--- src/rtl/rice_core_alu_arbiter.sv ---
// Two-requester round-robin front end for a shared combinational ALU.
// Requester 0 is the execute stage and requester 1 is the branch/CSR helper.
// The selected request drives the ALU. The result is captured in a single
// response register, which is drained through a valid/ready port tagged with
// the requester index and an opaque per-request tag.
module rice_core_alu_arbiter #(
    parameter int XLEN      = 32,
    parameter int TAG_WIDTH = 4,
    parameter int OP_WIDTH  = 4
) (
    input  logic                   i_clk,
    input  logic                   i_rst_n,
    input  logic                   i_flush,
    input  logic [1:0]             i_req_valid,
    output logic [1:0]             o_req_ready,
    input  logic [2*XLEN-1:0]      i_req_pc,
    input  logic [2*XLEN-1:0]      i_req_rs1_value,
    input  logic [2*XLEN-1:0]      i_req_rs2_value,
    input  logic [2*XLEN-1:0]      i_req_imm_value,
    input  logic [2*OP_WIDTH-1:0]  i_req_operation,
    input  logic [2*TAG_WIDTH-1:0] i_req_tag,
    output logic [XLEN-1:0]        o_alu_pc,
    output logic [XLEN-1:0]        o_alu_rs1_value,
    output logic [XLEN-1:0]        o_alu_rs2_value,
    output logic [XLEN-1:0]        o_alu_imm_value,
    output logic [OP_WIDTH-1:0]    o_alu_operation,
    input  logic [XLEN-1:0]        i_alu_result,
    output logic                   o_rsp_valid,
    input  logic                   i_rsp_ready,
    output logic [XLEN-1:0]        o_rsp_result,
    output logic                   o_rsp_id,
    output logic [TAG_WIDTH-1:0]   o_rsp_tag
);

    // Priority pointer: index of the requester that wins a tie.
    logic                 prio_q, prio_d;
    logic                 rsp_valid_q, rsp_valid_d;
    logic [XLEN-1:0]      rsp_result_q, rsp_result_d;
    logic                 rsp_id_q, rsp_id_d;
    logic [TAG_WIDTH-1:0] rsp_tag_q, rsp_tag_d;

    logic has_winner;
    logic winner;
    logic slot_free;
    logic accept;

    // Round-robin pick: the pointer's requester if valid, else the other one.
    always_comb begin
        has_winner = |i_req_valid;
        winner     = i_req_valid[prio_q] ? prio_q : ~prio_q;
        // The slot may be refilled in the same cycle it drains.
        slot_free  = ~rsp_valid_q | i_rsp_ready;
        accept     = has_winner & slot_free & ~i_flush;
        o_req_ready = 2'b00;
        if (accept) begin
            o_req_ready = winner ? 2'b10 : 2'b01;
        end
    end

    // Steer the winner's payload to the ALU; all zeros when nobody requests.
    always_comb begin
        o_alu_pc        = '0;
        o_alu_rs1_value = '0;
        o_alu_rs2_value = '0;
        o_alu_imm_value = '0;
        o_alu_operation = '0;
        if (has_winner) begin
            if (winner) begin
                o_alu_pc        = i_req_pc[2*XLEN-1:XLEN];
                o_alu_rs1_value = i_req_rs1_value[2*XLEN-1:XLEN];
                o_alu_rs2_value = i_req_rs2_value[2*XLEN-1:XLEN];
                o_alu_imm_value = i_req_imm_value[2*XLEN-1:XLEN];
                o_alu_operation = i_req_operation[2*OP_WIDTH-1:OP_WIDTH];
            end else begin
                o_alu_pc        = i_req_pc[XLEN-1:0];
                o_alu_rs1_value = i_req_rs1_value[XLEN-1:0];
                o_alu_rs2_value = i_req_rs2_value[XLEN-1:0];
                o_alu_imm_value = i_req_imm_value[XLEN-1:0];
                o_alu_operation = i_req_operation[OP_WIDTH-1:0];
            end
        end
    end

    // Next state of the response slot and pointer; flush beats capture and drain.
    always_comb begin
        rsp_valid_d  = rsp_valid_q;
        rsp_result_d = rsp_result_q;
        rsp_id_d     = rsp_id_q;
        rsp_tag_d    = rsp_tag_q;
        prio_d       = prio_q;
        if (i_flush) begin
            rsp_valid_d = 1'b0;
        end else if (accept) begin
            rsp_valid_d  = 1'b1;
            rsp_result_d = i_alu_result;
            rsp_id_d     = winner;
            rsp_tag_d    = winner ? i_req_tag[2*TAG_WIDTH-1:TAG_WIDTH]
                                  : i_req_tag[TAG_WIDTH-1:0];
            prio_d       = ~winner;
        end else if (i_rsp_ready) begin
            rsp_valid_d = 1'b0;
        end
    end

    // Response register and pointer with synchronous active-low reset.
    always_ff @(posedge i_clk) begin
        if (!i_rst_n) begin
            prio_q       <= 1'b0;
            rsp_valid_q  <= 1'b0;
            rsp_result_q <= '0;
            rsp_id_q     <= 1'b0;
            rsp_tag_q    <= '0;
        end else begin
            prio_q       <= prio_d;
            rsp_valid_q  <= rsp_valid_d;
            rsp_result_q <= rsp_result_d;
            rsp_id_q     <= rsp_id_d;
            rsp_tag_q    <= rsp_tag_d;
        end
    end

    assign o_rsp_valid  = rsp_valid_q;
    assign o_rsp_result = rsp_result_q;
    assign o_rsp_id     = rsp_id_q;
    assign o_rsp_tag    = rsp_tag_q;

endmodule
--- config.mk ---
export PLATFORM = sky130hd
export DESIGN_NAME = rice_core_alu_arbiter
export DESIGN_NICKNAME = d
export VERILOG_FILES = /design/src/rtl/rice_core_alu_arbiter.sv
export SDC_FILE = /design/constraint.sdc
export NUM_CORES = 1
export LEC_CHECK = 0
export CAP_MARGIN = 20
export CORE_AREA = 2 2 188 190
export DETAILED_ROUTE_END_ITERATION = 8
export DIE_AREA = 0 0 190 192
export GPL_ROUTABILITY_DRIVEN = 0
export PLACE_DENSITY = 0.48
export SLEW_MARGIN = 30
export SYNTH_ARGS = -nofsm -noshare
export SYNTH_HDL_FRONTEND = slang
export SYNTH_SLANG_ARGS = --single-unit
--- constraint.sdc ---
create_clock -name i_clk -period 2 [get_ports i_clk]
set_clock_uncertainty 0.2 [all_clocks]
set_input_delay 0.2 -clock i_clk [delete_from_list [all_inputs] [get_ports i_clk]]
set_output_delay 0.2 -clock i_clk [all_outputs]
set_load 0.02 [all_outputs]
Word level (Yosys, flattened, before mapping)
Cells that the tools add are included. Widths: inputs -> output; s select.

$lt $le $gt $ge: 1. Muxes and demuxes: 18. Bitwise logic cells: 8. Reduce and logical (&&, ||, !) cells: 4.

Operators by type and width (count): $mux 32 (8); $mux 4 (3); $mux 1 (5); $not 1->1 (5); $mux 2 (2); $reduce_or 2->1 (2); $and 1x1->1 (2); $lt 1x2->1 const B (1); $reduce_and 2->1 (1); $reduce_bool 2->1 (1); $or 1x1->1 (1).

Bits in registers: 39. Input bits: 310. Output and inout bits: 172. Logic and storage cells: 36.

Depth between registers and ports, before layout
Gate-level depths: netlist of run 1.

Word-level depth: 5. Mapped depth: 6. Mapped depth without buffers: 3.

Worst setup path before layout of run 1
No wires, ideal clock.

Path type: reg2out. Start: register prio_q. End: output o_alu_pc[10]. Data arrival time: 1.367 ns. Slack: 0.233 ns. Cell stages (with the launch flop): 6. Path buffers: 2. Cell sequence: dfxtp_1 nor2_4 buf_4 clkbuf_2 o21ai_1 a21oi_1.

Longest elaborated chain between the ends: 5.

Ends and longest elaborated chain: start, declared (line 36) `logic prio_q, prio_d;`; start signal, assigned (line 114) `prio_q <= prio_d;`; $mux 1 (not written as such) (2 in a row) (line 50) `winner = i_req_valid[prio_q] ? prio_q : ~prio_q;`; $mux 1 (*) (line 50); $mux 32 (*) (line 68) `if (winner) begin`; $mux 32 (*) (line 67) `if (has_winner) begin`; end, declared (line 22) `output logic [XLEN-1:0] o_alu_pc,`.

Every way passes the cells marked *; elsewhere a longest branch is shown, timed or not. The select of a mux whose other input is x is not followed.

Worst setup path after layout of run 1
Start: register prio_q. End: output o_alu_pc[0].

The elaborated chain is that of the path after synthesis.

==> run summary, run 1 <==
The flow ran to the end, but the final reports show violations. The checks that failed: setup timing. Yosys mapped a number of flops with a built-in enable equal to 0. The highest clock rate came out at about 0.48 GHz. The worst path arrival time is roughly 1.7 ns.

The summed negative setup slack over all endpoints is -3.88 ns. The clock root buffer is clkbuf_16. The max-slew violation count came out at 0. The y dimension of the die came out at 192 um. Of all flip-flops after synthesis, the portion carrying an async set or reset was 0%. The number of violations of the max-capacitance limit came out at 0. The period utilization came out at 105%.

The overall fraction of global-route tracks in use is 18.7%. The count of non-filler cells in the finished layout is around 1,700. The slowest cell on the critical path is dfxtp_4. The hold slack is ~0.27 ns.

The remaining global-route overflow is 0. The average footprint of a synthesized cell is 6.25 um^2. The largest net degree at the start of global routing came out at 38.

The final setup violation count came out at 90. The register clock-pin slew on the reported worst setup and hold paths is about 0.06 ns. The maximum root-to-sink buffer count came out at 2. The worst relative slew slack came out at about three quarters. The actual transition at the worst max-transition pin is between 0.3 and 0.4 ns. The horizontal extent of the die came out at 190 um. The layout net count came out at 1,513. The cell area after technology mapping is 4160 um^2.

The die covers between 30,000 and 40,000 um^2. VDD sags by at most between 0.6 and 0.7 mV. The critical path in this run is classified as reg2out.

The first-pass GRT wire length is ~52 mm. The area added between synthesis and finish is 210%. between 400 and 500 I/O pins were placed. The tightest min-delay check is of the reg2reg type. In the routed design, unresolved DRC markers number 0. In the layout the commonest cells are 345 x clkdlybuf4s50_1, 104 x buf_4, 96 x a21oi_2. The routed via count divided by cell count came out at around 4.7.

TritonCTS built the clock tree. Broken down by cell family, the worst path's largest delay share belongs to buffers and inverters. STA classifies the critical path endpoint as a primary output. The number of buffers and inverters on the critical path is 4.

Yosys printed 0 warnings. The category of the worst setup path launch point is a flop. For this design the static power due to leakage is just under 5 nW. The via count of the first global-routing pass is around 7,800. The number of antenna violations at the first check in global routing is 2. The total vias in the final route is 7,859. The flip-flop and latch count after synthesis came out at 39. Setup repair after global routing could not meet its margin everywhere.

The total placed cells including tap cells came out at between 1,500 and 2,000. The stage delay of the slowest cell on the critical path is around 0.37 ns. The total CTS buffers came out at 5. The final critical-path required period came out at 2.10 ns. The site row count is a little under 70. The number of routed nets with antenna violations is 0. The routed wire length came out at about 38 mm. The net count after synthesis is approximately 980. The number of diodes added for antenna fixing came out at 0. The worst-skew pair later-pin latency came out at 0.28 ns. The total count of hold-check failures in the final report is 0. The power per cell area came out at about 400 nW/um^2. The count of cell types in the netlist came out at 32. The instance count of the mapped netlist is ~670. The placement-stage worst setup slack is -0.720 ns.

Along the worst path, the maximum fanout reaches 6. The most common cell after layout, fill and taps aside is clkdlybuf4s50_1. The required time of the critical path came out at 1.60 ns. Detailed placement finished with a half-perimeter wire length of 22.3 mm.

The number of buffer cells added on primary ports is slightly below 500. The count of hold-fix buffers inserted at cts came out at 0. Walking the worst path, the cells encountered are and2_4, buf_12, buf_12, buf_8, o21ai_4, a21oi_4, buf_6. CTS built an H-tree with a depth of 2. The slack of the worst reg-to-reg path came out at 0.14 ns. The number of detailed-route iterations in the first pass came out at 5.

The worst-case setup margin in the final layout came out at -0.0999 ns. The register area share after synthesis came out at a little under a fifth. The violation count after the first detailed-route iteration is slightly below 400. The effective utilization at floorplan is roughly an eighth. Among all flip-flop cells after synthesis, the most frequent one is dfxtp_1. The share of cells above drive strength 1 came out at approximately 45%. Among the stages of the critical path, the cell type that occurs most often is buf_12. The number of clock sinks is 39.

The per-cell routed wire length is between 20 and 25 um. The standard cell core area came out at between 30,000 and 40,000 um^2.
-- metrics by stage --
stage | power, mW | utilization [%] | cell area, um^2
final | 5.26 | 37.6 | 12900
after global routing | 5.48 | 37.6 | 12900
after CTS | 4.94 | 34.5 | 11800
after detailed placement | 3.58 | 28.8 | 9870
after global placement | 3.59 | 28.8 | 9870
after floorplan | 1.98 | - | 4160
-- cell usage after synthesis, types with 10 or more instances --
master	instances	area share, %
dfxtp_1	39	19
a21oi_2	10	2.1
o21ai_1	40	4.8
nand3_1	136	16
buf_4	14	2.5
o31ai_1	33	6.0
buf_1	19	1.7
buf_2	31	3.7
nand4_1	32	4.8
clkbuf_1	27	2.4
o21ai_0	92	11
a21oi_1	155	19
-- flip-flops by register name, indices dropped and copies added, names as in the netlist --
signal,flops
prio_q,1
o_rsp_id,1
o_rsp_tag,4
o_rsp_result,32
o_rsp_valid,1
-- kinds of logic after synthesis --
family | count (synthesis) | synth area share (%)
AND/OR/NAND/NOR | 177 | 22.7
AO/OA/AOI/OAI | 346 | 45.7
flip-flops | 39 | 18.8
buffers and inverters | 104 | 12.8
-- worst paths after layout --
| path | startpoint | cells after the start | endpoint |
|---|---|---|---|
| setup reg to reg | prio_q$_SDFFE_PN0P_ | 8 | o_rsp_tag[1]$_SDFFE_PN0P_ |
| hold / removal | o_rsp_result[19]$_SDFFE_PN0P_ | 2 | o_rsp_result[19]$_SDFFE_PN0P_ |
| setup / recovery | prio_q$_SDFFE_PN0P_ | 7 | o_alu_pc[0] |
| hold reg to reg | o_rsp_result[19]$_SDFFE_PN0P_ | 2 | o_rsp_result[19]$_SDFFE_PN0P_ |
-- tightest hold or removal path, cell delays in order, from the launching register on --
cell	delay, ns
dfxtp_1	0.31
o31ai_1	0.06
a21oi_1	0.06
-- layer usage --
metal / share of wire (%) / global-route usage, %
met1: 43 / 25.2
met2: 48 / 31.2
met3: 7.2 / 3.54
met4: 1.3 / 3.40
met5: 0.069 / 0
-- what timing repair did --
action | in CTS | in global routing
gates resized for setup | 901 | 251
hold endpoints to repair | 0 | 0
pin swaps | 113 | 105
setup buffers | 41 | 4
setup endpoints to repair | 134 | 133
cloned | 31 | 8
-- cell type report --
class / count / area (um^2)
repair buffers: 630 / 7220
flip-flops and latches: 39 / 785
multi-input cells: 523 / 4150
fillers: 3408 / 21400
well taps: 455 / 569
clock inverters: 1 / 5.00
inverters: 4 / 15.0
clock buffers: 6 / 139
-- where the power goes --
part	switching (mW)	internal, mW
registers	0.0266	0.825
clock network	0.323	0.487
logic	1.70	1.89
No activity file was read; power rests on OpenSTA's default activity.
==> run 2: changes to the inputs <==
--- a/config.mk
+++ b/config.mk
@@ -11,6 +11,7 @@
 export DIE_AREA = 0 0 190 192
 export GPL_ROUTABILITY_DRIVEN = 0
 export PLACE_DENSITY = 0.48
+export REMOVE_ABC_BUFFERS = 1
 export SLEW_MARGIN = 30
 export SYNTH_ARGS = -nofsm -noshare
 export SYNTH_HDL_FRONTEND = slang
==> run 2 against run 1 <==
  * The run still ends with setup timing left
  * Worst hold slack improved by 0.00079 ns
  * Combinational power rose by 16%
  * Fmax fell by 4.7%
  * Via count rose by 4.5%
  * Design area rose by 14%
  * Highest routed layer unchanged
==> run summary, run 2 (synthesis results as in run 1) <==
The run finished, with violations left. The final reports fail on setup timing. The clock root buffer is clkbuf_16.

The sequential cells in the finished layout cover a total of a little under 800 um^2. The layout net count came out at around 1,600. The number of antenna violations at the first check in global routing is 3. The area added between synthesis and finish came out at 252%. The startpoint identified for the worst register-to-register timing path is prio_q$_SDFFE_PN0P_.

Along the worst path, the maximum fanout reaches 5. The horizontal extent of the die is 190 um. The first global-routing pass estimated roughly 52 mm of wire.

The y dimension of the die is 192 um. The H-tree was split into 2 levels. For this run, design rule violations remaining after detail routing come to 0. The count of buffers added on input and output ports is just under 500.

Clock-pin slew was measured on the worst setup and hold paths at approximately 0.060 ns. After legalization and detailed placement, the total HPWL measured 25.0 mm. The global-route met2 utilization is just over 30%. The total count of hold-check failures in the final report came out at 0.

In this run the register-to-register setup slack is 0.10 ns. The static leakage is around 5.6 nW. The largest net degree at the start of global routing came out at between 40 and 50. The routed wire length is roughly 42 mm.

The count of hold-fix buffers inserted at cts came out at 0. The remaining global-route overflow came out at 0. The final setup violation count came out at approximately 130.

The total vias in the final route came out at slightly above 8,000. The worst-case setup margin in the final layout came out at -0.203 ns. The site row count came out at between 60 and 70. The total CTS buffers came out at 5. The met3 global-route usage came out at 4.59%.

The standard cell core area is ~34,000 um^2. The library cell used most frequently in the layout, excluding fill and tap cells, is clkdlybuf4s50_1. The finished layout holds ~1,700 standard cells, fillers aside. Timing would allow up to approximately 0.45 GHz. Dividing the final minimum period by the clock period gives 110%. No sink is reached through more buffers than the 2 on the longest clock path. The number of clock sinks is 39. Across the run, the number of max-cap violations was 0. Setup repair after global routing could not meet its margin everywhere.

Global routing consumed, over all layers together, between 10% and 20% of the routing resources. The share of cells above drive strength 1 is a little over half. The critical path is of the reg2out type. The worst relative slew slack is between 70% and 80%. For met1 alone, demand over resource in global routing was 24.3%. The per-cell routed wire length came out at about 24 um.

The launch point of the critical path is prio_q$_SDFFE_PN0P_. The largest vdd supply drop came out at ~0.30 mV. The via count of the first global-routing pass is slightly above 8,000. STA puts the critical path data required time at around 1.6 ns. The initial utilization of the core area, before any placement, comes to 12.1%.

The depth of the most critical reg-to-reg path came out at 8. The routed via count divided by cell count is 4.75. Prior to clock tree synthesis, the placed netlist has a worst setup slack of -0.706 ns. The max-slew violation count is 0.

The violation count after the first detailed-route iteration is approximately 340. In this run the worst hold path is classified as reg2reg. Summing all non-filler instances in the final layout gives an area of 14,600 um^2. The total area of multi-input combinational cells came out at ~4700 um^2. Once placement completed, the tool counted placed cells totaling 1,603.

The global routing stage identified its most utilized layer as met2. The final critical-path required period came out at around 2.2 ns. The number of routed nets with antenna violations is 0. The startpoint identified for the worst hold timing path is o_rsp_result[28]$_SDFFE_PN0P_. In the layout the commonest cells are 345 x clkdlybuf4s50_1, 137 x buf_6, 110 x a21oi_2. TritonCTS built the clock tree.

The actual transition at the worst max-transition pin is roughly 0.35 ns. The count of fill cells added during filler insertion came out at roughly 3,300. STA classifies the critical path startpoint as a flop.

The most critical setup path has its endpoint at o_alu_pc[22]. The power per cell area came out at between 400 and 500 nW/um^2. The worst-skew pair later-pin latency is 0.28 ns.

The worst path arrival time is about 1.8 ns. The number of diodes added for antenna fixing is 0. The placement-stage cell area came out at 10,000 um^2.

The floorplan die area is approximately 36,000 um^2. The worst setup path is captured at a primary output. The flip-flop count of the largest register after layout is 32. The count of boundary I/O pins came out at just under 500. In this run the critical register-to-register path is captured at o_rsp_tag[3]$_SDFFE_PN0P_. For this run, the detailed router's first-pass iteration total came to 5.
[run 2: cell count changes in the layout (fill, tap and decap cells not counted), moves of 14 or more]
cell / delta
a21oi_1: -23
o21ai_4: +16
buf_6: +46
nand3_2: +26
a21oi_2: +14
nand3_1: -34
buf_8: +14
o21ai_0: -20
[run 2: metal layers]
| metal | routed length, um | part of all wire [%] |
|---|---|---|
| met4 | 1660 | 4.0 |
| met5 | 45 | 0.11 |
| met1 | 17700 | 42 |
| met2 | 19500 | 47 |
| met3 | 2890 | 6.9 |
[run 2: repair_timing]
item | CTS | global route
hold endpoints to repair | 0 | 0
setup buffers | 39 | 32
resized for setup | 917 | 407
endpoints found under the setup margin | 134 | 134
cloned | 30 | 25
pin swaps | 67 | 118
[run 2: worst min-delay path by stage]
stage	to	slack, ns	depth (start not counted)
2_1_floorplan	o_rsp_valid$_SDFFE_PP0P_	0.08	1
6_report	o_rsp_result[28]$_SDFFE_PN0P_	0.27	2
5_1_grt	o_rsp_result[2]$_SDFFE_PN0P_	0.29	3
4_1_cts	o_rsp_result[28]$_SDFFE_PN0P_	0.27	2
3_5_place_dp	o_rsp_result[28]$_SDFFE_PN0P_	0.26	2
3_3_place_gp	o_rsp_result[3]$_SDFFE_PN0P_	0.25	2
[run 2: layout make-up]
type | instances | share of cell area [%]
Timing Repair Buffer | 699 | 57.2
Multi-Input combinational cell | 523 | 32.4
Sequential cell | 39 | 5.36
Tap cell | 455 | 3.89
Clock buffer | 8 | 1.07
Inverter | 4 | 0.103
[run 2: metrics by stage]
stage	TNS [ns]	hold WS, ns	total power [mW]	util (%)
5_1_grt	-17.87	0.288	6.07	42.7
3_5_place_dp	-71.65	0.259	3.69	29.2
4_1_cts	-12.06	0.267	5.19	35.9
2_1_floorplan	-420.77	0.0785	1.90	-
6_report	-11.62	0.267	5.86	42.7
3_3_place_gp	-71.78	0.254	3.69	29.2
[run 2: power breakdown]
part	switching, mW	internal (mW)	total, mW
logic	1.95	2.22	4.17
clock network	0.304	0.531	0.835
registers	0.0264	0.825	0.851
[run 2: critical path, stage by stage, from the launching register on]
cell,delay [ns]
dfxtp_4,0.36
or2_4,0.28
buf_12,0.15
buf_4,0.13
buf_12,0.14
buf_8,0.13
nand3_1,0.09
a21oi_1,0.07
buf_4,0.16
==> run 3: changes to the inputs <==
--- a/config.mk
+++ b/config.mk
@@ -5,11 +5,13 @@
 export SDC_FILE = /design/constraint.sdc
 export NUM_CORES = 1
 export LEC_CHECK = 0
+export ABC_AREA = 0
 export CAP_MARGIN = 20
 export CORE_AREA = 2 2 188 190
 export DETAILED_ROUTE_END_ITERATION = 8
 export DIE_AREA = 0 0 190 192
 export GPL_ROUTABILITY_DRIVEN = 0
+export HOLD_SLACK_MARGIN = 0.03
 export PLACE_DENSITY = 0.48
 export REMOVE_ABC_BUFFERS = 1
 export SLEW_MARGIN = 30
==> results of run 3 <==
Final layout, timing and power as in run 2 (identical DEF).
